### src/rtl/delay_pkg.sv
// Shared helpers for the programmable delay line: select-field sizing,
// delay clamping and the per-edge update action of a channel.
package delay_pkg;

    typedef enum logic [1:0] {
        UPD_HOLD   = 2'd0,
        UPD_SHIFT  = 2'd1,
        UPD_CHANGE = 2'd2,
        UPD_CLEAR  = 2'd3
    } upd_e;

    function automatic int clog2(input int unsigned value);
        int          result;
        int unsigned span;
        result = 0;
        span   = 32'd1;
        while (span < value) begin
            span   = span << 1;
            result = result + 1;
        end
        return result;
    endfunction

    // A select field must be able to hold 0..max_stages inclusive.
    function automatic int sel_width(input int unsigned max_stages);
        return clog2(max_stages + 32'd1);
    endfunction

    function automatic int unsigned clamp_sel(input int unsigned sel, input int unsigned max_val);
        int unsigned result;
        if (sel > max_val) begin
            result = max_val;
        end else begin
            result = sel;
        end
        return result;
    endfunction

endpackage

### src/rtl/delay_chan.sv
// One channel of the programmable delay line: {valid,data} shift register,
// active delay register, change detection, output tap and occupancy counter.
module delay_chan
    import delay_pkg::*;
#(
    parameter int DATA_WIDTH = 8,
    parameter int MAX_STAGES = 16,
    parameter int SEL_W      = sel_width(MAX_STAGES)
) (
    input  logic                  i_clk,
    input  logic                  i_rst,
    input  logic                  i_en,
    input  logic                  i_clear,
    input  logic [SEL_W-1:0]      i_delay_sel,
    input  logic                  i_din_valid,
    input  logic [DATA_WIDTH-1:0] i_din,
    output logic                  o_dout_valid,
    output logic [DATA_WIDTH-1:0] o_dout,
    output logic [SEL_W-1:0]      o_count
);

    logic [MAX_STAGES-1:0] r_valid;
    logic [DATA_WIDTH-1:0] r_data [MAX_STAGES];
    logic [SEL_W-1:0]      r_sel;
    logic [SEL_W-1:0]      r_count;

    logic [SEL_W-1:0]      w_sel_clamped;
    logic [SEL_W-1:0]      w_count_in;
    logic [SEL_W-1:0]      w_count_out;
    logic                  w_tap_valid;
    logic [DATA_WIDTH-1:0] w_tap_data;
    upd_e                  w_upd;

    assign w_sel_clamped = SEL_W'(clamp_sel(32'(i_delay_sel), 32'(MAX_STAGES)));
    assign w_count_in    = SEL_W'(i_din_valid);
    assign w_count_out   = SEL_W'(w_tap_valid);
    assign o_count       = r_count;

    // Per-edge action: CLEAR outranks a delay change, which outranks a plain shift.
    always_comb begin
        w_upd = UPD_HOLD;
        if (i_clear) begin
            w_upd = UPD_CLEAR;
        end else if (w_sel_clamped != r_sel) begin
            w_upd = UPD_CHANGE;
        end else if (i_en) begin
            w_upd = UPD_SHIFT;
        end else begin
            w_upd = UPD_HOLD;
        end
    end

    // Tap stage sel-1 as a one-hot OR so no out-of-range index is ever formed.
    always_comb begin
        w_tap_valid = 1'b0;
        w_tap_data  = {DATA_WIDTH{1'b0}};
        for (int i = 0; i < MAX_STAGES; i++) begin
            w_tap_valid = w_tap_valid | (r_valid[i] & (r_sel == SEL_W'(i + 1)));
            w_tap_data  = w_tap_data | (r_data[i] & {DATA_WIDTH{r_sel == SEL_W'(i + 1)}});
        end
    end

    // Delay 0 is a combinational bypass; otherwise data is masked by its valid bit.
    always_comb begin
        if (r_sel == {SEL_W{1'b0}}) begin
            o_dout_valid = i_din_valid;
            o_dout       = i_din;
        end else begin
            o_dout_valid = w_tap_valid;
            o_dout       = w_tap_data & {DATA_WIDTH{w_tap_valid}};
        end
    end

    // Stage, delay and counter state.
    always_ff @(posedge i_clk or posedge i_rst) begin
        if (i_rst) begin
            r_valid <= {MAX_STAGES{1'b0}};
            for (int i = 0; i < MAX_STAGES; i++) begin
                r_data[i] <= {DATA_WIDTH{1'b0}};
            end
            r_sel   <= SEL_W'(MAX_STAGES);
            r_count <= {SEL_W{1'b0}};
        end else begin
            case (w_upd)
                UPD_CLEAR: begin
                    r_valid <= {MAX_STAGES{1'b0}};
                    for (int i = 0; i < MAX_STAGES; i++) begin
                        r_data[i] <= {DATA_WIDTH{1'b0}};
                    end
                    r_sel   <= w_sel_clamped;
                    r_count <= {SEL_W{1'b0}};
                end
                UPD_CHANGE: begin
                    // In-flight items are dropped; only this cycle's input survives.
                    r_valid   <= MAX_STAGES'(i_en & i_din_valid);
                    r_data[0] <= i_en ? i_din : {DATA_WIDTH{1'b0}};
                    r_sel     <= w_sel_clamped;
                    r_count   <= SEL_W'(i_en & i_din_valid & (w_sel_clamped != {SEL_W{1'b0}}));
                end
                UPD_SHIFT: begin
                    r_valid[0] <= i_din_valid;
                    r_data[0]  <= i_din;
                    for (int i = 1; i < MAX_STAGES; i++) begin
                        r_valid[i] <= r_valid[i-1];
                        r_data[i]  <= r_data[i-1];
                    end
                    if (r_sel == {SEL_W{1'b0}}) begin
                        r_count <= {SEL_W{1'b0}};
                    end else begin
                        r_count <= r_count + w_count_in - w_count_out;
                    end
                end
                UPD_HOLD: begin
                    r_valid <= r_valid;
                    r_count <= r_count;
                end
                default: begin
                    r_valid <= r_valid;
                    r_count <= r_count;
                end
            endcase
        end
    end

endmodule

### src/rtl/delay_line_prog.sv
// Multi-channel runtime-programmable delay line; one delay_chan per channel
// sharing clock, reset, advance enable and flush.
module delay_line_prog
    import delay_pkg::*;
#(
    parameter int NUM_CH     = 4,
    parameter int DATA_WIDTH = 8,
    parameter int MAX_STAGES = 16,
    parameter int SEL_W      = sel_width(MAX_STAGES)
) (
    input  logic                         CLK,
    input  logic                         RESET,
    input  logic                         EN,
    input  logic                         CLEAR,
    input  logic [NUM_CH*SEL_W-1:0]      DELAY_SEL,
    input  logic [NUM_CH-1:0]            DIN_VALID,
    input  logic [NUM_CH*DATA_WIDTH-1:0] DIN,
    output logic [NUM_CH-1:0]            DOUT_VALID,
    output logic [NUM_CH*DATA_WIDTH-1:0] DOUT,
    output logic [NUM_CH*SEL_W-1:0]      COUNT
);

    for (genvar c = 0; c < NUM_CH; c++) begin : g_chan
        delay_chan #(
            .DATA_WIDTH (DATA_WIDTH),
            .MAX_STAGES (MAX_STAGES),
            .SEL_W      (SEL_W)
        ) u_chan (
            .i_clk        (CLK),
            .i_rst        (RESET),
            .i_en         (EN),
            .i_clear      (CLEAR),
            .i_delay_sel  (DELAY_SEL[c*SEL_W +: SEL_W]),
            .i_din_valid  (DIN_VALID[c]),
            .i_din        (DIN[c*DATA_WIDTH +: DATA_WIDTH]),
            .o_dout_valid (DOUT_VALID[c]),
            .o_dout       (DOUT[c*DATA_WIDTH +: DATA_WIDTH]),
            .o_count      (COUNT[c*SEL_W +: SEL_W])
        );
    end

endmodule

### config.mk
export PLATFORM = sky130hd
export DESIGN_NAME = delay_line_prog
export DESIGN_NICKNAME = d
export VERILOG_FILES = /design/src/rtl/delay_pkg.sv /design/src/rtl/delay_chan.sv /design/src/rtl/delay_line_prog.sv
export SDC_FILE = /design/constraint.sdc
export NUM_CORES = 1
export LEC_CHECK = 0
export ABC_AREA = 1
export CAP_MARGIN = 0
export CORE_MARGIN = 2
export CORE_UTILIZATION = 55
export CTS_BUF_LIST = sky130_fd_sc_hd__clkbuf_8
export DETAILED_ROUTE_END_ITERATION = 12
export PLACE_DENSITY = 0.75
export SLEW_MARGIN = 10
export SYNTH_ARGS = -nofsm -noshare
export SYNTH_HDL_FRONTEND = slang
export SYNTH_SLANG_ARGS = --single-unit
### constraint.sdc
create_clock -name CLK -period 22.7 [get_ports CLK]
set_input_delay 4.54 -clock CLK [delete_from_list [all_inputs] [get_ports CLK]]
set_output_delay 4.54 -clock CLK [all_outputs]
set_load 0.005 [all_outputs]
Word level (Yosys, flattened, before mapping)
Index checks and enable logic that the tools add are counted.
- $add $sub $neg: 8
- multipliers: 0
- div/mod/pow operators: 0
- $lt $le $gt $ge: 4
- eq/ne operators: 80
- shift-type cells: 0
- muxes and demuxes: 45
- bitwise operators: 264
- reductions and logical operators: 24
- operator list (operator ; count):
    $pmux 120 s2 ; 4
    $and 8x8->8 ; 68
    $or 8x8->8 ; 60
    $pmux 16 s3 ; 4
    $eq 5x4->1 const B ; 32
    $pmux 8 s3 ; 4
    $eq 5x3->1 const B ; 16
    $and 1x1->1 ; 72
    $mux 8 ; 8
    $or 1x1->1 ; 60
    $pmux 5 s3 ; 4
    $eq 5x2->1 const B ; 8
    $mux 5 ; 8
    $add 5x1->5 ; 4
    $and 5x1->5 ; 4
    $eq 5x1->1 const B ; 4
    $eq 5x5->1 const B ; 4
    $gt 5x5->1 const B ; 4
    $logic_not 5->1 ; 4
    $ne 5x5->1 ; 4
    $reduce_bool 5->1 ; 4
    $sub 5x1->5 ; 4
    $eq 2x2->1 const B ; 8
    $mux 2 ; 8
    other kinds (6) ; 25
- register bits: 616
- latch bits: 0
- memory bits (writable): 0
- memory bits (read-only): 0
- input port bits: 60
- output and inout port bits: 56
- memories: 0

Longest topological paths before layout
- word-level depth: 20
- depth in mapped cells: 20

Cells and area by module
Synthesis repeated with hierarchy kept, for this count alone.
- cell total of the unflattened synthesis: 5041
- area total of the unflattened synthesis: 34304.2 µm²
- modules (own cells, without submodules) (module ; instances ; cells each ; area an instance (µm²)):
    delay_chan (g_chan[2].u_chan ...) ; 2 ; 1254 ; 8546.9
    delay_chan (g_chan[0].u_chan) ; 1 ; 1269 ; 8612.0
    delay_chan (g_chan[1].u_chan) ; 1 ; 1264 ; 8598.2

Worst setup path after synthesis
OpenSTA, ideal clock, no wires.
- path type: input port to output port
- from: input DIN_VALID[3]
- to: output DOUT_VALID[3]
- arrival: 4861 ps
- setup slack: 13299 ps
- stages: 3
- buffers on the path: 1
- path through: inv_1 -> o211ai_1 -> buf_4
- longest elaborated chain between the ends: 1
- RTL lines (item ; line ; source):
    start: declaration ; delay_line_prog.sv:16 ; input logic [NUM_CH-1:0] DIN_VALID,
    $mux 1 ; delay_chan.sv:65 ; if (r_sel == {SEL_W{1'b0}}) begin
    end: declaration ; delay_line_prog.sv:18 ; output logic [NUM_CH-1:0] DOUT_VALID,
No other way between the ends.

Worst setup path in the final report
Same ends and word-level chain as after synthesis.

==> qor.yml <==
pwr:
  max-vdd-ir-drop_uv: 60.6
  leakage_uw: 0.0232
  powerDensity_nw_per_um2: 62.1
floorplanning:
  std_cell_rows: 90
  fp.dieW_microns: 252
  fp.dieH_microns: 252
  ios: 116
  fp.coreArea_sq_um: 60600
  initial_utilization_pct: 55.8
  die_area_sq_um: 63500
timing:
  max_slew_margin_pct: 6.25
  fin_crit_sh_pct: 45.6
  rsz0062_at_grt: "no"
  finalSetupViolations: 0
  fmax_mhz: 96.6
  skew_ns: 0.0219
  slew_viol_final: 0
  final-hold-violation-count: 0
  tightest_slew_ns: 1.40
  tns_ns: 0
  post-route-worst-setup-slack_ns: 12.35
  layout_min_cycle_time_ns: 10.35
setup_path:
  critPathMaxStageDelay_ns: 0.54
  critPathMaxFanout: 3
  critPathBufInv: 3
  path_cells: "clkdlybuf4s50_1 > inv_1 > o211ai_1 > clkdlybuf4s50_1"
  timing.rr.start: "g_chan[0].u_chan.r_sel[4]"
  end_kind: "primary output"
  startpoint_type: "input port"
  worstPathRequired_ns: 18.16
  reg2reg_depth: 11
  critical_path_class: "input port to primary output"
  cp_top_family: "buffers and inverters"
  r2r_setup_slack_ns: 18.37
  cp.arrival_ns: 5.81
  path_common_cell: "clkdlybuf4s50_1"
  rr_endpoint: "g_chan[0].u_chan.o_count[4]"
  critical_path.slowest_cell: "clkdlybuf4s50_1"
logic_synthesis:
  synth.largest_area_cell: "dfrtp_1"
  synth-async-reset-ratio_pct: 100
  ys_seq_area_share_pct: 45.6
  synthFlopType: "dfrtp_1"
  yosysWarnings: 0
  synth_nets: 5068
  synth_seq_cells: 616
  syn_area_per_cell_sq_um: 6.80
  synth_top_cells_by_area: "dfrtp_1 45%, nand2_1 27%, nand3_1 8.3%, inv_1 6.9%, nand4_1 2.0%"
  syn-instance-count: 4972
  syn-cell-area_sq_um: 33800
  synth_cell_types: 37
  synth_top_area_share_pct: 45.3
  synth_edf_count: 0
finish:
  fin_util_pct: 61.8
  instances_no_fill: 5852
  final_cell_mix: "2,433 x nand2_1, 649 x inv_1, 612 x dfrtp_1, 557 x nand3_1, 175 x nor2_1"
  syn_to_final_growth_pct: 10.8
  mostFrequentLayoutCell: "nand2_1"
  drive_above_1_share_pct: 4.91
  nets: 5084
global_route:
  track_usage_pct: 28.5
  grt_pass1_vias: 28600
  antenna_found_initial: 1
  gr-total-overflow: 0
  grt_pass1_wl_microns: 148000
  grt_max_degree: 180
job:
  maxCapViolCount: 0
status:
  outcome: "finished, final reports clean"
detailed_routing:
  ant_nets: 0
  drt-initial-drc-count: 3302
  wl_per_cell_microns: 15.5
  vias: 31100
  routed_wl_microns: 90900
  drt_pass1_iterations: 6
  drc: 0
  viasPerCell: 5.32
cts:
  cts-resized-gates: 0
  postCtsSetupBuffers: 0
  cts-root-buf: "clkbuf_8"
  cts.sinks: 616
  cts.path.max_buffers: 3
  cts_tree: "yes"
  clk_latency_ns: 0.71
  cts_buffers: 105
  htreeDepth: 3
  postCtsHoldBufs: 0
  clk_pin_slew_ns: 0.06
placement:
  preCtsSetupSlack_ns: 12.36
  dp_hpwl_microns: 52800
  routabilityCongestion: 0.838
  port_buffers: 115
  place_inst: 5663
hold_path:
  hp-class: "register to register"
  whs_endpoint: "g_chan[1].u_chan.r_valid[15]"
  min-delay-start: "g_chan[1].u_chan.r_valid[15]"
  holdPathStages: 2
==> stage by stage <==
| stage | area (sq um) | total power [uW] | hold slack (ns) |
|---|---|---|---|
| 3_5_place_dp | 35200 | 1270 | 0.463 |
| 2_1_floorplan | 33800 | 1220 | 0.446 |
| 6_report | 37500 | 2330 | 0.480 |
| 4_1_cts | 37500 | 2340 | 0.485 |
| 3_3_place_gp | 35200 | 1270 | 0.465 |
| 5_1_grt | 37500 | 2400 | 0.521 |
==> power by group <==
part	switching, uW	total, uW	internal (uW)
logic	112	143	31.3
registers	5.66	1110	1100
clock network	474	1080	602
total	591	2330	1740
==> area by class of cell <==
cell class,instances,area [sq um]
Fill cell,5610,23100
Sequential cell,616,15400
Multi-Input combinational cell,3481,14900
Inverter,631,2380
Clock buffer,150,2060
Timing Repair Buffer,153,1460
Tap cell,782,978
Clock inverter,38,213
Antenna cell,1,2.50
==> logic make-up after synthesis <==
| family | after synthesis | synth area share (%) |
|---|---|---|
| simple gates | 3313 | 40.0 |
| buf+inv | 875 | 10.6 |
| flops | 616 | 45.6 |
| compound gates | 116 | 2.02 |
| fa+ha+maj | 36 | 1.42 |
| xor+xnor | 16 | 0.414 |
==> worst reg2reg max path: stages, from the launching register on <==
cell	delay [ns]
dfstp_2	0.56
inv_1	0.14
o21ai_0	0.19
nand2_1	0.07
nor2_1	0.22
nand3_4	0.48
nand2_4	0.61
inv_1	0.15
ha_1	0.55
nor2_1	0.66
o211ai_1	0.35
o21ai_0	0.26
==> state kept, by name (all words and copies together), names as in the netlist <==
name,cells
g_chan.u_chan.r_data,512
g_chan.u_chan.r_sel,20
g_chan.u_chan.o_count,20
g_chan.u_chan.r_valid,64
==> synthesized netlist by cell type (18+ instances only) <==
cell type	number
nand2_1	2434
inv_1	625
dfrtp_1	612
nand3_1	560
nor2_1	175
clkbuf_1	137
nand4_1	109
buf_2	60
o21ai_0	49
o22ai_1	41
ha_1	32
buf_4	21
buf_6	19
nor2_2	18
==> per-layer routing <==
| layer | track usage, % | vias up | share of wire (%) |
|---|---|---|---|
| li1 | - | 15200 | - |
| met1 | 40.5 | 14700 | 44 |
| met2 | 44.4 | 1019 | 46 |
| met3 | 4.94 | 218 | 6.8 |
| met4 | 9.54 | 0 | 2.8 |
| met5 | 0 | - | 0 |
==> worst max path at each step <==
stage                                        to  slack (ns)          from  cells after the start
floorplan           g_chan[0].u_chan.o_count[0]        0.92         RESET                      1
global route                      DOUT_VALID[3]       12.26  DIN_VALID[3]                      4
detailed placement                DOUT_VALID[3]       12.36  DIN_VALID[3]                      4
CTS                               DOUT_VALID[3]       12.35  DIN_VALID[3]                      4
global placement                       DOUT[10]       12.36       DIN[10]                      4
finish                            DOUT_VALID[3]       12.35  DIN_VALID[3]                      4
Power figures use the tool's default switching activity.
